File: src/rtl/reset_request_queue.sv
// Bounded FIFO of reset-duration requests feeding a reset controller.
// Ports: clk/reset, req_* upstream push, dn_ready/start/m downstream, busy/count/drop_tick status.
module reset_request_queue #(
  parameter int M_BITS     = 8,
  parameter int DEPTH_BITS = 2
) (
  input  logic                clk,
  input  logic                reset,
  input  logic                req_valid,
  input  logic [M_BITS-1:0]   req_m,
  output logic                req_ready,
  input  logic                dn_ready,
  output logic                start,
  output logic [M_BITS-1:0]   m,
  output logic                busy,
  output logic [DEPTH_BITS:0] count,
  output logic                drop_tick
);

  localparam int unsigned DEPTH = 2 ** DEPTH_BITS;
  localparam logic [DEPTH_BITS:0] L_DEPTH = DEPTH[DEPTH_BITS:0];

  typedef enum logic [1:0] {
    IDLE,
    ISSUE,
    WAIT_ACK,
    WAIT_DONE
  } state_t;

  state_t r_state;
  state_t w_next;

  logic [M_BITS-1:0]     r_mem [DEPTH];
  logic [DEPTH_BITS-1:0] r_wptr;
  logic [DEPTH_BITS-1:0] r_rptr;
  logic [DEPTH_BITS:0]   r_count;
  logic [M_BITS-1:0]     r_m;
  logic                  r_drop;

  logic w_accept;
  logic w_zero;
  logic w_push;
  logic w_pop;

  assign req_ready = (r_count < L_DEPTH);
  assign w_accept  = req_valid && req_ready;
  assign w_zero    = (req_m == '0);
  assign w_push    = w_accept && !w_zero;
  // Pop looks at the registered count only, so a same-cycle push is
  // never popped before it has landed in storage.
  assign w_pop     = (r_state == IDLE) && (r_count != '0) && dn_ready;

  assign count     = r_count;
  assign m         = r_m;
  assign drop_tick = r_drop;

  always_comb begin
    w_next = r_state;
    start  = 1'b0;
    busy   = 1'b1;
    unique case (r_state)
      IDLE: begin
        busy = 1'b0;
        if (w_pop) w_next = ISSUE;
      end
      ISSUE: begin
        start  = 1'b1;
        w_next = WAIT_ACK;
      end
      WAIT_ACK: begin
        if (!dn_ready) w_next = WAIT_DONE;
      end
      WAIT_DONE: begin
        if (dn_ready) w_next = IDLE;
      end
      default: w_next = IDLE;
    endcase
  end

  always_ff @(posedge clk or negedge reset) begin
    if (!reset) begin
      r_state <= IDLE;
      r_wptr  <= '0;
      r_rptr  <= '0;
      r_count <= '0;
      r_m     <= '0;
      r_drop  <= 1'b0;
    end else begin
      r_state <= w_next;
      r_drop  <= w_accept && w_zero;
      if (w_push) r_wptr <= r_wptr + 1'b1;
      if (w_pop) begin
        r_rptr <= r_rptr + 1'b1;
        r_m    <= r_mem[r_rptr];
      end
      unique case ({w_push, w_pop})
        2'b10:   r_count <= r_count + 1'b1;
        2'b01:   r_count <= r_count - 1'b1;
        default: r_count <= r_count;
      endcase
    end
  end

  // Storage is not reset; the pointers and count define what is valid.
  always_ff @(posedge clk) begin
    if (w_push) r_mem[r_wptr] <= req_m;
  end

endmodule
File: config.mk
export PLATFORM = sky130hd
export DESIGN_NAME = reset_request_queue
export DESIGN_NICKNAME = d
export VERILOG_FILES = /design/src/rtl/reset_request_queue.sv
export SDC_FILE = /design/constraint.sdc
export NUM_CORES = 1
export LEC_CHECK = 0
export ABC_CLOCK_PERIOD_IN_PS = 3800
export CELL_PAD_IN_SITES_DETAIL_PLACEMENT = 1
export CELL_PAD_IN_SITES_GLOBAL_PLACEMENT = 2
export CORE_AREA = 3 3 73 75
export CTS_BUF_LIST = sky130_fd_sc_hd__clkbuf_4 sky130_fd_sc_hd__clkbuf_8
export DETAILED_ROUTE_END_ITERATION = 12
export DIE_AREA = 0 0 76 78
export PLACE_DENSITY_LB_ADDON = 0.1
export SKIP_LAST_GASP = 1
export SLEW_MARGIN = 10
export SYNTH_ARGS = -nofsm -noshare
export SYNTH_HDL_FRONTEND = slang
export SYNTH_SLANG_ARGS = --single-unit
export TNS_END_PERCENT = 50
File: constraint.sdc
create_clock -name clk -period 3.8 [get_ports clk]
set_input_delay 0.57 -clock clk [delete_from_list [all_inputs] [get_ports clk]]
set_output_delay 0.57 -clock clk [all_outputs]
set_load 0.03 [all_outputs]
==> results of run 1 <==
-- kinds of logic after synthesis --
kind of cell               Yosys count  synth area share (%)
DFF                                 50                  66.8
buffers and inverters               13                  2.84
adders and majority gates           11                  6.87
muxes                               19                  15.6
AOI/OAI and AO/OA                    4                  1.66
and+or+nand+nor                     16                  3.79
xor gates and xnor gates             6                  2.49
-- power groups by stage --
stage,combinational [uW],clock [uW],sequential [uW]
3_5_place_dp,821,0,875
6_report,809,365,856
3_3_place_gp,803,0,866
2_1_floorplan,498,0,923
4_1_cts,826,380,863
5_1_grt,889,409,884
-- worst min path at each step --
stage / start / endpoint / slack [ns] / cells after the start
finish: m[4]$_DFFE_PN0P_ / m[4]$_DFFE_PN0P_ / 0.52 / 1
global route: m[4]$_DFFE_PN0P_ / m[4]$_DFFE_PN0P_ / 0.54 / 1
CTS: m[4]$_DFFE_PN0P_ / m[4]$_DFFE_PN0P_ / 0.52 / 1
detailed placement: m[1]$_DFFE_PN0P_ / m[1]$_DFFE_PN0P_ / 0.50 / 1
global placement: m[1]$_DFFE_PN0P_ / m[1]$_DFFE_PN0P_ / 0.49 / 1
floorplan: reset / count[0]$_DFFE_PN0P_ / 0.27 / 0
-- per-stage QoR --
| stage | hold slack, ns | instance area (um2) | instances |
|---|---|---|---|
| after floorplan | 0.274 | 2110 | 119 |
| after global placement | 0.495 | 2440 | 210 |
| after detailed placement | 0.500 | 2440 | 210 |
| after CTS | 0.524 | 2550 | 218 |
| after global routing | 0.540 | 2550 | 218 |
| final | 0.520 | 2550 | 218 |
-- flip-flops by register name, summed over array words and instances, names as in the netlist --
register / flops
r_wptr: 2
r_state: 2
r_mem: 32
r_rptr: 2
drop_tick: 1
count: 3
m: 8
-- final cells by class --
class	count	share of cell area, %
sequential	50	55.3
tap	67	3.28
timing repair buffer	27	10.5
clock inverter	2	1.32
clock buffer	6	2.99
multi-input combinational	56	25.1
inverter	10	1.47
-- worst max-delay path, cell delays in order --
cell	delay, ns
sky130_fd_sc_hd__clkdlybuf4s50_1	0.50
sky130_fd_sc_hd__nor4_1	0.53
sky130_fd_sc_hd__a21oi_1	0.30
sky130_fd_sc_hd__inv_1	0.12
sky130_fd_sc_hd__ha_1	0.18
sky130_fd_sc_hd__inv_1	0.06
sky130_fd_sc_hd__fa_1	0.37
sky130_fd_sc_hd__xor2_1	0.15
sky130_fd_sc_hd__nor2_1	0.14
sky130_fd_sc_hd__xnor2_1	0.13
-- routing by layer --
layer	GRT usage [%]	share of wire [%]
met1	17.6	42
met2	25.9	54
met3	4.64	3.5
met4	4.17	0.39
met5	0	0
-- cells in the final DEF, fill, tap and decap left out, drive strengths merged --
cell,instances
a21oi,1
and2,4
buf,1
bufinv,1
clkbuf,6
clkdlybuf4s50,26
clkinv,1
dfrtp,18
edfxtp,32
fa,1
ha,10
inv,10
mux2,10
mux2i,1
mux4,8
nand2,4
nand2b,1
nor2,4
nor4,2
o21ai,1
o221ai,1
o311a,1
or3,1
xnor2,4
xor2,2
==> flow_summary.toml, run 1 <==
[status]
run_status = "completed"

[clock_network]
clock_tree.root_cell = "sky130_fd_sc_hd__clkbuf_8"
path_clk_slew_ns = 0.08
worstSkewPairLatency_ns = 0.29
htree_levels = 2
cts.sinks = 50
clock_tree_from_tritoncts = "built"
cts_inserted_buffers = 5
cts_hold_buf = 0
post_cts_buffers = 0
cts_buffer_depth = 2
resized_cells_post_cts = 0

[yosys]
ys_top_cells_by_area = "sky130_fd_sc_hd__edfxtp_1 (45%), sky130_fd_sc_hd__dfrtp_1 (21%), sky130_fd_sc_hd__mux4_2 (8.5%)"
ys_seq_elements = 50
synthDominantAreaCellType = "sky130_fd_sc_hd__edfxtp_1"
synthFlopType = "sky130_fd_sc_hd__edfxtp_1"
syn_nets = 142
most_frequently_used_cell_type_in_the_post_synthesis_netlist = "sky130_fd_sc_hd__edfxtp_1"
netlist-cell-type-count = 24
async_set_reset_flop_share_out_of_synthesis_pct = 36.0
syn-instance-count = 119
share_of_the_yosys_chip_area_belonging_to_registers_pct = 66.8
synthesis.yosys.warnings = 0
synth_edf_count = 32
avgSynthCellArea_um2 = 17.8
yosys-top-cells-count = "sky130_fd_sc_hd__edfxtp_1 (32), sky130_fd_sc_hd__dfrtp_1 (18), sky130_fd_sc_hd__ha_1 (10), sky130_fd_sc_hd__inv_1 (10), sky130_fd_sc_hd__mux4_2 (8)"
synthesis.area_um2 = 2110
synth_top_area_share_pct = 45.5

[timing]
timing.setup.tns_ns = 0
worst_slew_pin_slew_ns = 0.906
finalWorstSetupSlack_ns = 0.973
max_slew_margin_pct = 39.4
timing.final.hold_violations = 0
setup_violations = 0
timing.clock.skew_ns = 0.00699
final_min_period_over_clock_period_pct = 74.4
layout_min_cycle_time_ns = 2.83
final-max-slew-violation-count = 0
maxClockFrequency_mhz = 354
setup_repair_after_global_routing_missed_its_margin = "no"

[critical_path]
cp_max_fo = 7
arrival_ns = 3.05
timing.critical_path.required_ns = 4.02
r2r_slack_ns = 1.50
startpoint_type = "input port"
critical_path_source = "req_m[0]"
worstReg2RegEnd = "count[2]$_DFFE_PN0P_"
crit-reg2reg-launch = "r_state[0]$_DFFE_PN0P_"
reg2regPathDepth = 10
crit_type = "input port to flip-flop"
cp-endpoint = "count[2]$_DFFE_PN0P_"
setup.worst_path.end_class = "flip-flop"

[layout]
layout.core_utilization_pct = 54.0
finalNetCount = 173
insertedDiodeCount = 0
drive_above_1_share_pct = 17.9
synthesis_to_finish_area_growth_pct = 20.8
layout.filler_cells = 442
area_of_combinational_cells_with_multiple_inputs_um2 = 642
register_area_um2 = 1410

[placed_design]
pre_cts_slack_ns = 0.710
dpl.hpwl_mm = 2.70
gp_congestion = 0.741
portBuffers = 26

[die]
core.rowCount = 25
chipHeight_um = 78
core_region_area_um2 = 4720
initial_utilization_pct = 44.7
die_area_um2 = 5930
die_w_um = 76
floorplan.io_pins = 27

[detailed_routing]
antenna_violating_nets_post_route = 0
detail_route.iter0.violations = 83
routed-via-count = 1074
average_via_count_per_standard_cell = 4.93
firstDrtPassIters = 4
drcViolationCount = 0
route.final.wire_length_mm = 3.85
wire_per_inst_um = 17.6

[min_path]
worstHoldPathType = "flip-flop to flip-flop"

[power_and_ir_drop]
power.static_leakage_uw = 0.000964
ir_worst_vdd_mv = 0.343
pwr-share-clk_pct = 18.0
power.density_nw_per_um2 = 796
switching_share_pct = 33.8
internal_power_uw = 1340
power.share.combinational_pct = 39.8
power_switching_uw = 687
seq_power_share_pct = 42.2
post-layout-total-power_uw = 2030

[global_route]
first_global_vias = 1252
grt_usage_pct = 14.8
initial_antenna_violation_count = 0
grt_max_degree = 19
grt_first_pass_wirelength_mm = 6.51
grt_remaining_overflow = 0

[flow_run]
cap_viol_max_count = 0
Power figures use the tool's default switching activity.
==> run 2: changes to the inputs <==
Settings changed: ABC_CLOCK_PERIOD_IN_PS 3800 to 2500, CORE_AREA 3 3 73 75 to 3 3 79 81, DIE_AREA 0 0 76 78 to 0 0 82 84.
Clock period 3.8 ns to 2.5 ns, I/O delays scaled along.
==> flow_summary.toml, run 2 (synthesis gave the netlist of run 1 again) <==
[die]
chipHeight_um = 84
core_region_area_um2 = 5540
floorplan.io_pins = 27
initial_utilization_pct = 38.1
die_area_um2 = 6890
die_w_um = 82
core.rowCount = 27

[global_route]
grt_remaining_overflow = 0
grt_usage_pct = 12.7
grt_first_pass_wirelength_mm = 6.29
grt_max_degree = 19
first_global_vias = 1178
initial_antenna_violation_count = 0

[detailed_routing]
drcViolationCount = 0
routed-via-count = 1106
firstDrtPassIters = 4
detailroute.wirelength.met2_mm = 2.03
detail_route.iter0.violations = 55
route.met3.wl_um = 156
route.final.wire_length_mm = 4.02
wl_met1_mm = 1.78
routed.top_layer = "met4"
wire_per_inst_um = 17.5
antenna_violating_nets_post_route = 0
average_via_count_per_standard_cell = 4.83

[layout]
drive_above_1_share_pct = 21.7
synthesis_to_finish_area_growth_pct = 22.5
insertedDiodeCount = 0
final_common_cell = "sky130_fd_sc_hd__edfxtp_1"
max_flop_register = "r_mem"
largest_reg_flops = 32
layout.filler_cells = 558
final_cell_mix = "sky130_fd_sc_hd__edfxtp_1 (32), sky130_fd_sc_hd__clkdlybuf4s50_1 (26), sky130_fd_sc_hd__dfrtp_1 (18), sky130_fd_sc_hd__inv_1 (10), sky130_fd_sc_hd__ha_1 (10)"
finalNetCount = 179

[timing]
timing.final.hold_violations = 0
timing.setup.tns_ns = 0
max_slew_margin_pct = 59.9
final_min_period_over_clock_period_pct = 89.7
final-max-slew-violation-count = 0
worst_hold_slack_ns = 0.408
setup_violations = 0
setup_repair_after_global_routing_missed_its_margin = "no"
layout_min_cycle_time_ns = 2.24
timing.clock.skew_ns = 0.00569
worst_slew_pin_slew_ns = 0.602
maxClockFrequency_mhz = 446

[critical_path]
cpMostUsedCell = "sky130_fd_sc_hd__inv_1"
arrival_ns = 2.47
setup.worst_path.end_class = "flip-flop"
timing.critical_path.required_ns = 2.73
cells_traversed_along_the_worst_timing_path = "clkdlybuf4s50_1 > nor4_1 > a21oi_1 > inv_1 > ha_1 > inv_1 > fa_1 > xor2_1 > nor2_1 > xnor2_1"
cp_max_fo = 5
crit_path_max_incr_delay_ns = 0.50
startpoint_type = "input port"
cell_with_the_biggest_individual_delay_on_the_critical_path = "sky130_fd_sc_hd__clkdlybuf4s50_1"
critical_path.top_delay_family = "buffers and inverters"
crit_type = "input port to flip-flop"
worst-path-buf-inv = 3

[power_and_ir_drop]
power.density_nw_per_um2 = 1170
ir_worst_vdd_mv = 0.505
power.static_leakage_uw = 0.000980

[clock_network]
cts_inserted_buffers = 5
htree_levels = 2
clock_tree_from_tritoncts = "built"
post_cts_buffers = 0
clock_tree.root_cell = "sky130_fd_sc_hd__clkbuf_8"
cts_buffer_depth = 2
path_clk_slew_ns = 0.09
worstSkewPairLatency_ns = 0.30
cts.sinks = 50

[placed_design]
gp_congestion = 0.715
portBuffers = 26
dpl.hpwl_mm = 2.79

[min_path]
worstHoldPathType = "input port to async pin"

[status]
run_status = "completed"

[flow_run]
cap_viol_max_count = 0
## run 2: cell count changes in the layout (fill, tap and decap cells not counted), sizes merged
cell,previous run,this run
clkbuf,6,5
buf,1,7
clkinvlp,0,1
inv,10,11
bufinv,1,0
## run 2: where the power goes
part           leakage (uW)  total (uW)  internal [uW]  switching, uW
combinational      0.000433        1250            643            607
sequential         0.000506        1300           1110            197
clock             0.0000422         476            198            278
total              0.000980        3030           1950           1080
## run 2: worst register-to-register path: stages (launching register included)
cell	delay, ns
sky130_fd_sc_hd__dfrtp_1	0.41
sky130_fd_sc_hd__inv_1	0.13
sky130_fd_sc_hd__ha_1	0.22
sky130_fd_sc_hd__o311a_1	0.22
sky130_fd_sc_hd__ha_1	0.18
sky130_fd_sc_hd__inv_1	0.05
sky130_fd_sc_hd__fa_1	0.37
sky130_fd_sc_hd__xor2_1	0.15
sky130_fd_sc_hd__nor2_1	0.11
sky130_fd_sc_hd__xnor2_1	0.12
## run 2: per-stage QoR
step / cells / worst slack (ns) / total power [uW] / utilization, % / cell area [um2]
after floorplan: 119 / 0.412 / 2160 / - / 2110
after global placement: 221 / -0.112 / 2550 / 45.0 / 2490
after detailed placement: 221 / -0.148 / 2610 / 45.0 / 2490
after CTS: 229 / 0.164 / 3080 / 46.6 / 2580
after global routing: 229 / 0.0768 / 3230 / 46.7 / 2590
final: 229 / 0.258 / 3030 / 46.7 / 2590
## run 2: repair_timing
action                                  4_1_cts  5_1_grt
endpoints found under the hold margin         0        0
endpoints found under the setup margin        0        1
resized for setup                             0        1
hold buffers                                  0        0
## run 2: cell type report
class                   count  area [um2]  share of cell area (%)
clock buffers               5        68.8                    2.66
clock inverters             3        20.0                   0.773
inverters                  10        37.5                    1.45
multi-input cells          56         648                    25.0
flip-flops and latches     50        1410                    54.5
well taps                  72        90.1                    3.48
repair buffers             33         313                    12.1
## run 2: path summary, 6_finish.rpt
check,cells past startpoint,endpoint,slack (ns),start
worst min-delay path,2,m[4]$_DFFE_PN0P_,0.41,reset
worst min register to register,1,m[7]$_DFFE_PN0P_,0.52,m[7]$_DFFE_PN0P_
worst max-delay path,10,count[2]$_DFFE_PN0P_,0.26,req_m[0]
max in group asynchronous,2,r_state[1]$_DFFE_PN0P_,1.88,reset
min in group clk,1,m[7]$_DFFE_PN0P_,0.52,m[7]$_DFFE_PN0P_
worst max register to register,9,count[2]$_DFFE_PN0P_,0.48,r_state[0]$_DFFE_PN0P_
## run 2: routing by layer
metal,vias up,GRT usage [%]
li1,502,-
met1,575,16.6
met2,24,20.0
met3,5,3.46
met4,0,4.53
met5,-,0
